==> config.mk <==
export PLATFORM = sky130hd
export DESIGN_NAME = dtw_result_axis_packer
export DESIGN_NICKNAME = d
export VERILOG_FILES = /design/src/rtl/dtw_result_axis_packer.sv
export SDC_FILE = /design/constraint.sdc
export NUM_CORES = 2
export LEC_CHECK = 0
export CORE_UTILIZATION = 45
export DETAILED_ROUTE_END_ITERATION = 8
export GPL_ROUTABILITY_DRIVEN = 0
export SLEW_MARGIN = 10
export SYNTH_ARGS = -nofsm -noshare
export SYNTH_HDL_FRONTEND = slang
export SYNTH_SLANG_ARGS = --single-unit
export TNS_END_PERCENT = 10
==> constraint.sdc <==
create_clock -name clk -period 25.6 [get_ports clk]
set_input_delay 2.56 -clock clk [delete_from_list [all_inputs] [get_ports clk]]
set_output_delay 2.56 -clock clk [all_outputs]
set_load 0.02 [all_outputs]
==> src/rtl/dtw_result_axis_packer.sv <==
// dtw_result_axis_packer
// Buffers (qid, position, minval) results from dtw_core in a small FIFO and
// emits each one as a 3-beat AXI4-Stream packet: qid, position, minval(tlast).
// Also reports FIFO fullness back to the core and counts records dropped
// while the FIFO was full.
//
// Stream handshake: a beat transfers on a rising clk edge where
// m00_axis_tvalid && m00_axis_tready. Once tvalid is raised it stays high,
// with tdata/tlast frozen, until that beat transfers.

module dtw_result_axis_packer #(
  parameter int FIFO_DEPTH           = 16,
  parameter int C_M_AXIS_TDATA_WIDTH = 32,
  parameter int DROP_CNT_WIDTH       = 16
) (
  input  logic                            clk,
  input  logic                            rst,
  input  logic                            sink_fifo_wren,
  input  logic [31:0]                     sink_minval,
  input  logic [31:0]                     sink_position,
  input  logic [31:0]                     sink_qid,
  output logic                            sink_fifo_full,
  output logic                            m00_axis_tvalid,
  input  logic                            m00_axis_tready,
  output logic [C_M_AXIS_TDATA_WIDTH-1:0] m00_axis_tdata,
  output logic [3:0]                      m00_axis_tstrb,
  output logic                            m00_axis_tlast,
  output logic [$clog2(FIFO_DEPTH):0]     fifo_count,
  output logic                            overflow,
  output logic [DROP_CNT_WIDTH-1:0]       drop_count
);

  localparam int AW = $clog2(FIFO_DEPTH);
  localparam int PW = AW + 1;
  localparam logic [PW-1:0] DEPTH_CNT = PW'(FIFO_DEPTH);

  typedef enum logic [1:0] {
    ST_IDLE  = 2'd0,
    ST_BEAT0 = 2'd1,
    ST_BEAT1 = 2'd2,
    ST_BEAT2 = 2'd3
  } state_t;

  state_t        state;
  logic [95:0]   mem [FIFO_DEPTH];
  logic [PW-1:0] wr_ptr;
  logic [PW-1:0] rd_ptr;
  logic [PW-1:0] wr_ptr_next;
  logic [PW-1:0] rd_ptr_next;
  logic [95:0]   head_rec;
  logic [95:0]   out_rec;
  logic          empty;
  logic          full;
  logic          push;
  logic          pop;

  // Pointers carry an extra wrap bit so full and empty are distinguishable.
  assign empty = (wr_ptr == rd_ptr);
  assign full  = (wr_ptr[AW] != rd_ptr[AW]) && (wr_ptr[AW-1:0] == rd_ptr[AW-1:0]);
  assign push  = sink_fifo_wren && !full;
  // The FSM takes the head record either from IDLE or right after the last
  // beat of the current packet transfers, giving back-to-back packets.
  assign pop   = !empty && ((state == ST_IDLE) ||
                            ((state == ST_BEAT2) && m00_axis_tready));

  assign wr_ptr_next = wr_ptr + PW'(push);
  assign rd_ptr_next = rd_ptr + PW'(pop);
  assign head_rec    = mem[rd_ptr[AW-1:0]];

  assign fifo_count     = wr_ptr - rd_ptr;
  assign m00_axis_tstrb = 4'hF;

  // Record storage: {qid, position, minval}; contents need no reset.
  always_ff @(posedge clk) begin
    if (push) begin
      mem[wr_ptr[AW-1:0]] <= {sink_qid, sink_position, sink_minval};
    end
  end

  // FIFO pointers, registered full flag, and drop bookkeeping.
  always_ff @(posedge clk or posedge rst) begin
    if (rst) begin
      wr_ptr         <= '0;
      rd_ptr         <= '0;
      sink_fifo_full <= 1'b0;
      overflow       <= 1'b0;
      drop_count     <= '0;
    end else begin
      wr_ptr         <= wr_ptr_next;
      rd_ptr         <= rd_ptr_next;
      sink_fifo_full <= ((wr_ptr_next - rd_ptr_next) == DEPTH_CNT);
      if (sink_fifo_wren && full) begin
        overflow <= 1'b1;
        if (drop_count != {DROP_CNT_WIDTH{1'b1}}) begin
          drop_count <= drop_count + DROP_CNT_WIDTH'(1);
        end
      end
    end
  end

  // Packet FSM: loads one record into the output register, then walks beats.
  always_ff @(posedge clk or posedge rst) begin
    if (rst) begin
      state           <= ST_IDLE;
      out_rec         <= '0;
      m00_axis_tvalid <= 1'b0;
      m00_axis_tdata  <= '0;
      m00_axis_tlast  <= 1'b0;
    end else begin
      case (state)
        ST_IDLE: begin
          if (pop) begin
            out_rec         <= head_rec;
            m00_axis_tdata  <= head_rec[95:64];
            m00_axis_tlast  <= 1'b0;
            m00_axis_tvalid <= 1'b1;
            state           <= ST_BEAT0;
          end
        end
        ST_BEAT0: begin
          if (m00_axis_tready) begin
            m00_axis_tdata <= out_rec[63:32];
            state          <= ST_BEAT1;
          end
        end
        ST_BEAT1: begin
          if (m00_axis_tready) begin
            m00_axis_tdata <= out_rec[31:0];
            m00_axis_tlast <= 1'b1;
            state          <= ST_BEAT2;
          end
        end
        ST_BEAT2: begin
          if (m00_axis_tready) begin
            if (pop) begin
              out_rec        <= head_rec;
              m00_axis_tdata <= head_rec[95:64];
              m00_axis_tlast <= 1'b0;
              state          <= ST_BEAT0;
            end else begin
              m00_axis_tvalid <= 1'b0;
              m00_axis_tdata  <= '0;
              m00_axis_tlast  <= 1'b0;
              state           <= ST_IDLE;
            end
          end
        end
        default: begin
          m00_axis_tvalid <= 1'b0;
          m00_axis_tlast  <= 1'b0;
          state           <= ST_IDLE;
        end
      endcase
    end
  end

endmodule

==> impl.org <==
** Timing
- RSZ-0062 raised after global routing :: no
- The hold violation count in the final report is 0.
- Worst Tran Pin Value :: 1325 ps
- Share of the cycle needed by the critical path after routing :: 24.41%
- The worst path in the final design needs a cycle of approximately 6200 ps, including I/O delays and setup.
- Setup total negative slack :: 0 ps
- Timing would allow up to 160.1 MHz.
- Setup violations remaining at the end of the flow were counted as 0.
- The worst pin sits at a relative slew slack of about an eighth.
- The count of final max-slew check failures was 0.
- Across the routed clock network, the largest skew measured is 24.48 ps.

** Min path
- The tightest min-delay check is of the reg2reg type.

** Layout
- Layout cell share with drive strength beyond 1 :: a little under a quarter
- The final layout contains 3179 nets.
- Relative to the synthesized area, the layout overhead comes to 14.79%.

** Global routing
- The number of antenna violations at the first check in global routing was 9.
- Maximum number of pins on one net before global-route repair :: 121
- The first global-routing pass estimated 216.3 mm of wire.
- The number of global-route vias before repair came to ~31000.
- Tot GR Track Use :: between 20% and 30%
- The total overflow left after global routing is 0.

** Die
- DIE WIDTH :: ~380 µm
- During I/O placement, the number of pins put on the boundary was 161.
- The floorplan has 137 rows.
- The region available for standard cell placement spans ~0.14 mm².
- For this configuration, the core starts out at a cell density of 45.34%.
- Vert. Die Dim :: approximately 380 µm
- Area enclosed by the die boundary :: 0.1421 mm²

** Logic synthesis
- Of all flip-flops after synthesis, the portion carrying an async set or reset was between 7 and 8%.
- Summing every instance area after synthesis gives 0.06326 mm².
- Synthesized area per cell :: 22.29 µm²
- Number of enable flip-flop cells after synthesis :: 1536
- Number of library cell types mapped by synthesis :: 49
- Among all flip-flop cells after synthesis, the most frequent one is sky130_fd_sc_hd__edfxtp_1.
- Proportion of synthesized chip area in sequential cells :: 77.97%
- Synthesis inferred 1664 register bits.
- The cell count after synthesis came out at about 2800.
- Fraction of post-synthesis cell area in the top cell type by area :: 72.91%
- Most area-hungry cell type in the Yosys netlist :: sky130_fd_sc_hd__edfxtp_1
- Synth top area cells :: sky130_fd_sc_hd__edfxtp_1 73%, sky130_fd_sc_hd__mux4_2 14%, sky130_fd_sc_hd__dfrtp_1 5.1%
- Count of yosys warnings during synthesis :: 0

** Power and ir drop
- Power density normalized to cell area :: 115.1 mW/mm²
- The analysis attributes to cell leakage a power of 23.41 nW.
- Largest voltage drop on the vdd net :: between 0.0001 and 0.00015 V
- Of the total power, the share spent switching nets is 31.36%.
- Share of total power in the clock network :: 29.3%
- Summing internal, switching and leakage power gives 8.361 mW.
- Per report_power, the sequential group accounts for 42.2% of the total.
- In this run the power spent charging and discharging nets is 2.622 mW.
- Cell Int Power :: 5.739 mW
- Combinational logic is responsible for roughly 28% of the overall power.

** Detailed routing
- Final routed DRC violation total :: 0
- Using the TritonRoute via totals, the vias-per-cell ratio works out to approximately 6.
- DRC marker count from the first detailed-route iteration :: 3065
- Once detail routing completed, the nets flagged for antenna violations numbered 0.
- Wires add up to 148.3 mm.
- TritonRoute pass-1 iters :: 5
- Dividing the detail-routed wire length by the instance count gives 29.18 µm.
- Detailed routing inserted a total of 29880 vias.

** CTS
- TritonCTS built the clock tree.
- Clock Sinks :: 1664
- In this run, post-CTS repair resized a total of 0 instances.
- Total CTS buffers :: 168
- Post-CTS timing repair inserted 0 buffers for setup.
- Buffers inserted to repair hold after CTS numbered 0.
- The H-tree generated during clock tree synthesis spans 4 levels.
- Clock-pin slew was measured on the worst setup and hold paths at 70 ps.
- At the later pin of the worst-skew pair, clock insertion delay measures 800 ps.
- The cell sitting at the root of the clock tree is a sky130_fd_sc_hd__clkbuf_16.
- Clock tree buffer depth :: 3

** Setup path
- Data arrives at the worst endpoint at 3690 ps.
- Chain of cells forming the critical path :: inv_1 -> ha_1 -> a21o_1 -> a21oi_1 -> xnor2_1 -> clkdlybuf4s50_1
- STA puts the critical path data required time at 23040 ps.
- Cell with the largest stage delay on the worst path :: sky130_fd_sc_hd__dfrtp_4
- On the critical path the largest part of the delay comes from flip-flops.
- Type of element capturing the critical path :: primary output
- Along the worst path, the maximum fanout reaches 68.
- Worst path bufs/invs :: 2
- STA classifies the critical path startpoint as a flop.
- Largest incremental delay on the critical path :: 1100 ps
- Crit Path Category :: reg2out

** Placement
- Input and output buffers added on the ports amount to 156.
- Half-perimeter wire length after detailed placement :: roughly 82 mm

** Status
- Result of the run :: finished, final reports clean

** Job
- Max capacitance violation total :: 0
[sequential cells by signal, summed over array words and instances, names as in the netlist]
register and count:
m00_axis_tvalid 1, overflow 1, drop_count 16, mem 1536
m00_axis_tlast 1, m00_axis_tdata 32, wr_ptr 5, out_rec 64
sink_fifo_full 1, state 2, rd_ptr 5
[worst reg2reg max path, cell delays in order, from the launching register on]
cell	delay [ps]
sky130_fd_sc_hd__dfrtp_4	1100
sky130_fd_sc_hd__inv_1	230
sky130_fd_sc_hd__ha_1	400
sky130_fd_sc_hd__and4_1	270
sky130_fd_sc_hd__a21boi_1	410
sky130_fd_sc_hd__nand3_1	400
sky130_fd_sc_hd__nor2_4	830
sky130_fd_sc_hd__buf_4	620
sky130_fd_sc_hd__buf_4	820
[kinds of logic after synthesis]
| logic type | count (synthesis) | synth area share [%] |
|---|---|---|
| flops | 1664 | 77.97 |
| simple gates | 204 | 1.454 |
| buf+inv | 186 | 1.402 |
| fa+ha+maj | 19 | 0.3877 |
| xor+xnor | 27 | 0.3956 |
| mux | 477 | 15.13 |
| other cells | 1 | 0.005928 |
| compound gates | 260 | 3.254 |
[synth_stat cells (3+ instances only)]
library cell / instances
sky130_fd_sc_hd__mux2i_1: 91
sky130_fd_sc_hd__a21oi_1: 11
sky130_fd_sc_hd__nand2b_1: 3
sky130_fd_sc_hd__buf_1: 10
sky130_fd_sc_hd__nor2_1: 24
sky130_fd_sc_hd__inv_1: 20
sky130_fd_sc_hd__a221o_1: 32
sky130_fd_sc_hd__or3_1: 4
sky130_fd_sc_hd__nand4_1: 3
sky130_fd_sc_hd__dfrtp_1: 128
sky130_fd_sc_hd__and4_1: 4
sky130_fd_sc_hd__a221oi_1: 20
sky130_fd_sc_hd__ha_1: 18
sky130_fd_sc_hd__xor2_1: 8
sky130_fd_sc_hd__edfxtp_1: 1536
sky130_fd_sc_hd__xnor2_1: 18
sky130_fd_sc_hd__mux2_2: 3
sky130_fd_sc_hd__nand3_1: 15
sky130_fd_sc_hd__a22oi_1: 95
sky130_fd_sc_hd__nand2_1: 104
sky130_fd_sc_hd__a21o_1: 3
sky130_fd_sc_hd__mux4_2: 383
sky130_fd_sc_hd__nor3_1: 37
sky130_fd_sc_hd__o221ai_1: 44
sky130_fd_sc_hd__and3_1: 4
sky130_fd_sc_hd__a22o_1: 20
sky130_fd_sc_hd__buf_2: 31
sky130_fd_sc_hd__o21ai_1: 23
sky130_fd_sc_hd__buf_6: 12
sky130_fd_sc_hd__buf_4: 16
sky130_fd_sc_hd__clkbuf_1: 97
[routing by layer]
layer  up-vias  wire length (µm)  track usage [%]  part of all wire (%)
li1      12482                 -                -                     -
met1     16051             61210            29.12                    41
met2      1123             72020            33.91                    49
met3       216             11870            5.110                   8.0
met4         8              2956            5.576                   2.0
met5         -               260            1.132                  0.18
[power by group through the flow]
stage / clock, mW / sequential [mW] / combinational [mW]
final: 2.45 / 3.53 / 2.38
after global routing: 2.59 / 3.56 / 2.55
after CTS: 2.49 / 3.53 / 2.41
after detailed placement: 0 / 3.59 / 2.41
after global placement: 0 / 3.57 / 2.38
after floorplan: 0 / 3.52 / 1.65
[per-stage QoR]
stage	utilization [%]	std cells	hold slack, ps	area (µm²)	setup WS (ps)
6_report	52.05	5082	473.4	72620	19350
5_1_grt	52.04	5081	507.9	72620	19150
4_1_cts	52.04	5080	470.3	72610	19240
3_5_place_dp	48.04	4766	452.1	67040	18990
3_3_place_gp	48.04	4766	451.3	67040	19010
2_1_floorplan	-	2841	456.0	63270	15400
[area by class of cell]
cell class | instances | area (µm²)
diodes | 2 | 5.005
clock inverters | 100 | 1061
repair buffers | 215 | 2054
flip-flops and latches | 1664 | 49340
multi-input cells | 991 | 13210
clock buffers | 214 | 4517
inverters | 20 | 85.08
well taps | 1876 | 2347
fillers | 10752 | 66910
[cell usage in the layout, fill, tap and decap left out, types with 20 or more instances in the layout]
cell type                         count
sky130_fd_sc_hd__a22o_1              20
sky130_fd_sc_hd__nand2_1            104
sky130_fd_sc_hd__clkbuf_1            32
sky130_fd_sc_hd__edfxtp_1          1536
sky130_fd_sc_hd__mux2i_1             91
sky130_fd_sc_hd__a221o_1             32
sky130_fd_sc_hd__dfrtp_1            125
sky130_fd_sc_hd__o221ai_1            44
sky130_fd_sc_hd__clkinv_1            35
sky130_fd_sc_hd__clkbuf_16          168
sky130_fd_sc_hd__o21ai_1             22
sky130_fd_sc_hd__a221oi_1            20
sky130_fd_sc_hd__clkinv_2            30
sky130_fd_sc_hd__buf_4               55
sky130_fd_sc_hd__mux4_2             383
sky130_fd_sc_hd__clkdlybuf4s50_1    156
sky130_fd_sc_hd__nor3_1              33
sky130_fd_sc_hd__a22oi_1             95
[worst paths after layout]
kind | from | endpoint | slack (ps) | cells past startpoint
hold / removal | overflow$_DFFE_PP0P_ | overflow$_DFFE_PP0P_ | 470 | 1
min in group asynchronous | rst | drop_count[3]$_DFFE_PP0P_ | 2260 | 2
setup / recovery | rd_ptr[2]$_DFF_PP0_ | fifo_count[4] | 19350 | 6
setup reg to reg | rd_ptr[2]$_DFF_PP0_ | mem[8][90]$_DFFE_PP_ | 20080 | 8
hold reg to reg | overflow$_DFFE_PP0P_ | overflow$_DFFE_PP0P_ | 470 | 1
max in group asynchronous | rst | out_rec[5]$_DFFE_PP0P_ | 21750 | 3
Power figures use the tool's default switching activity.
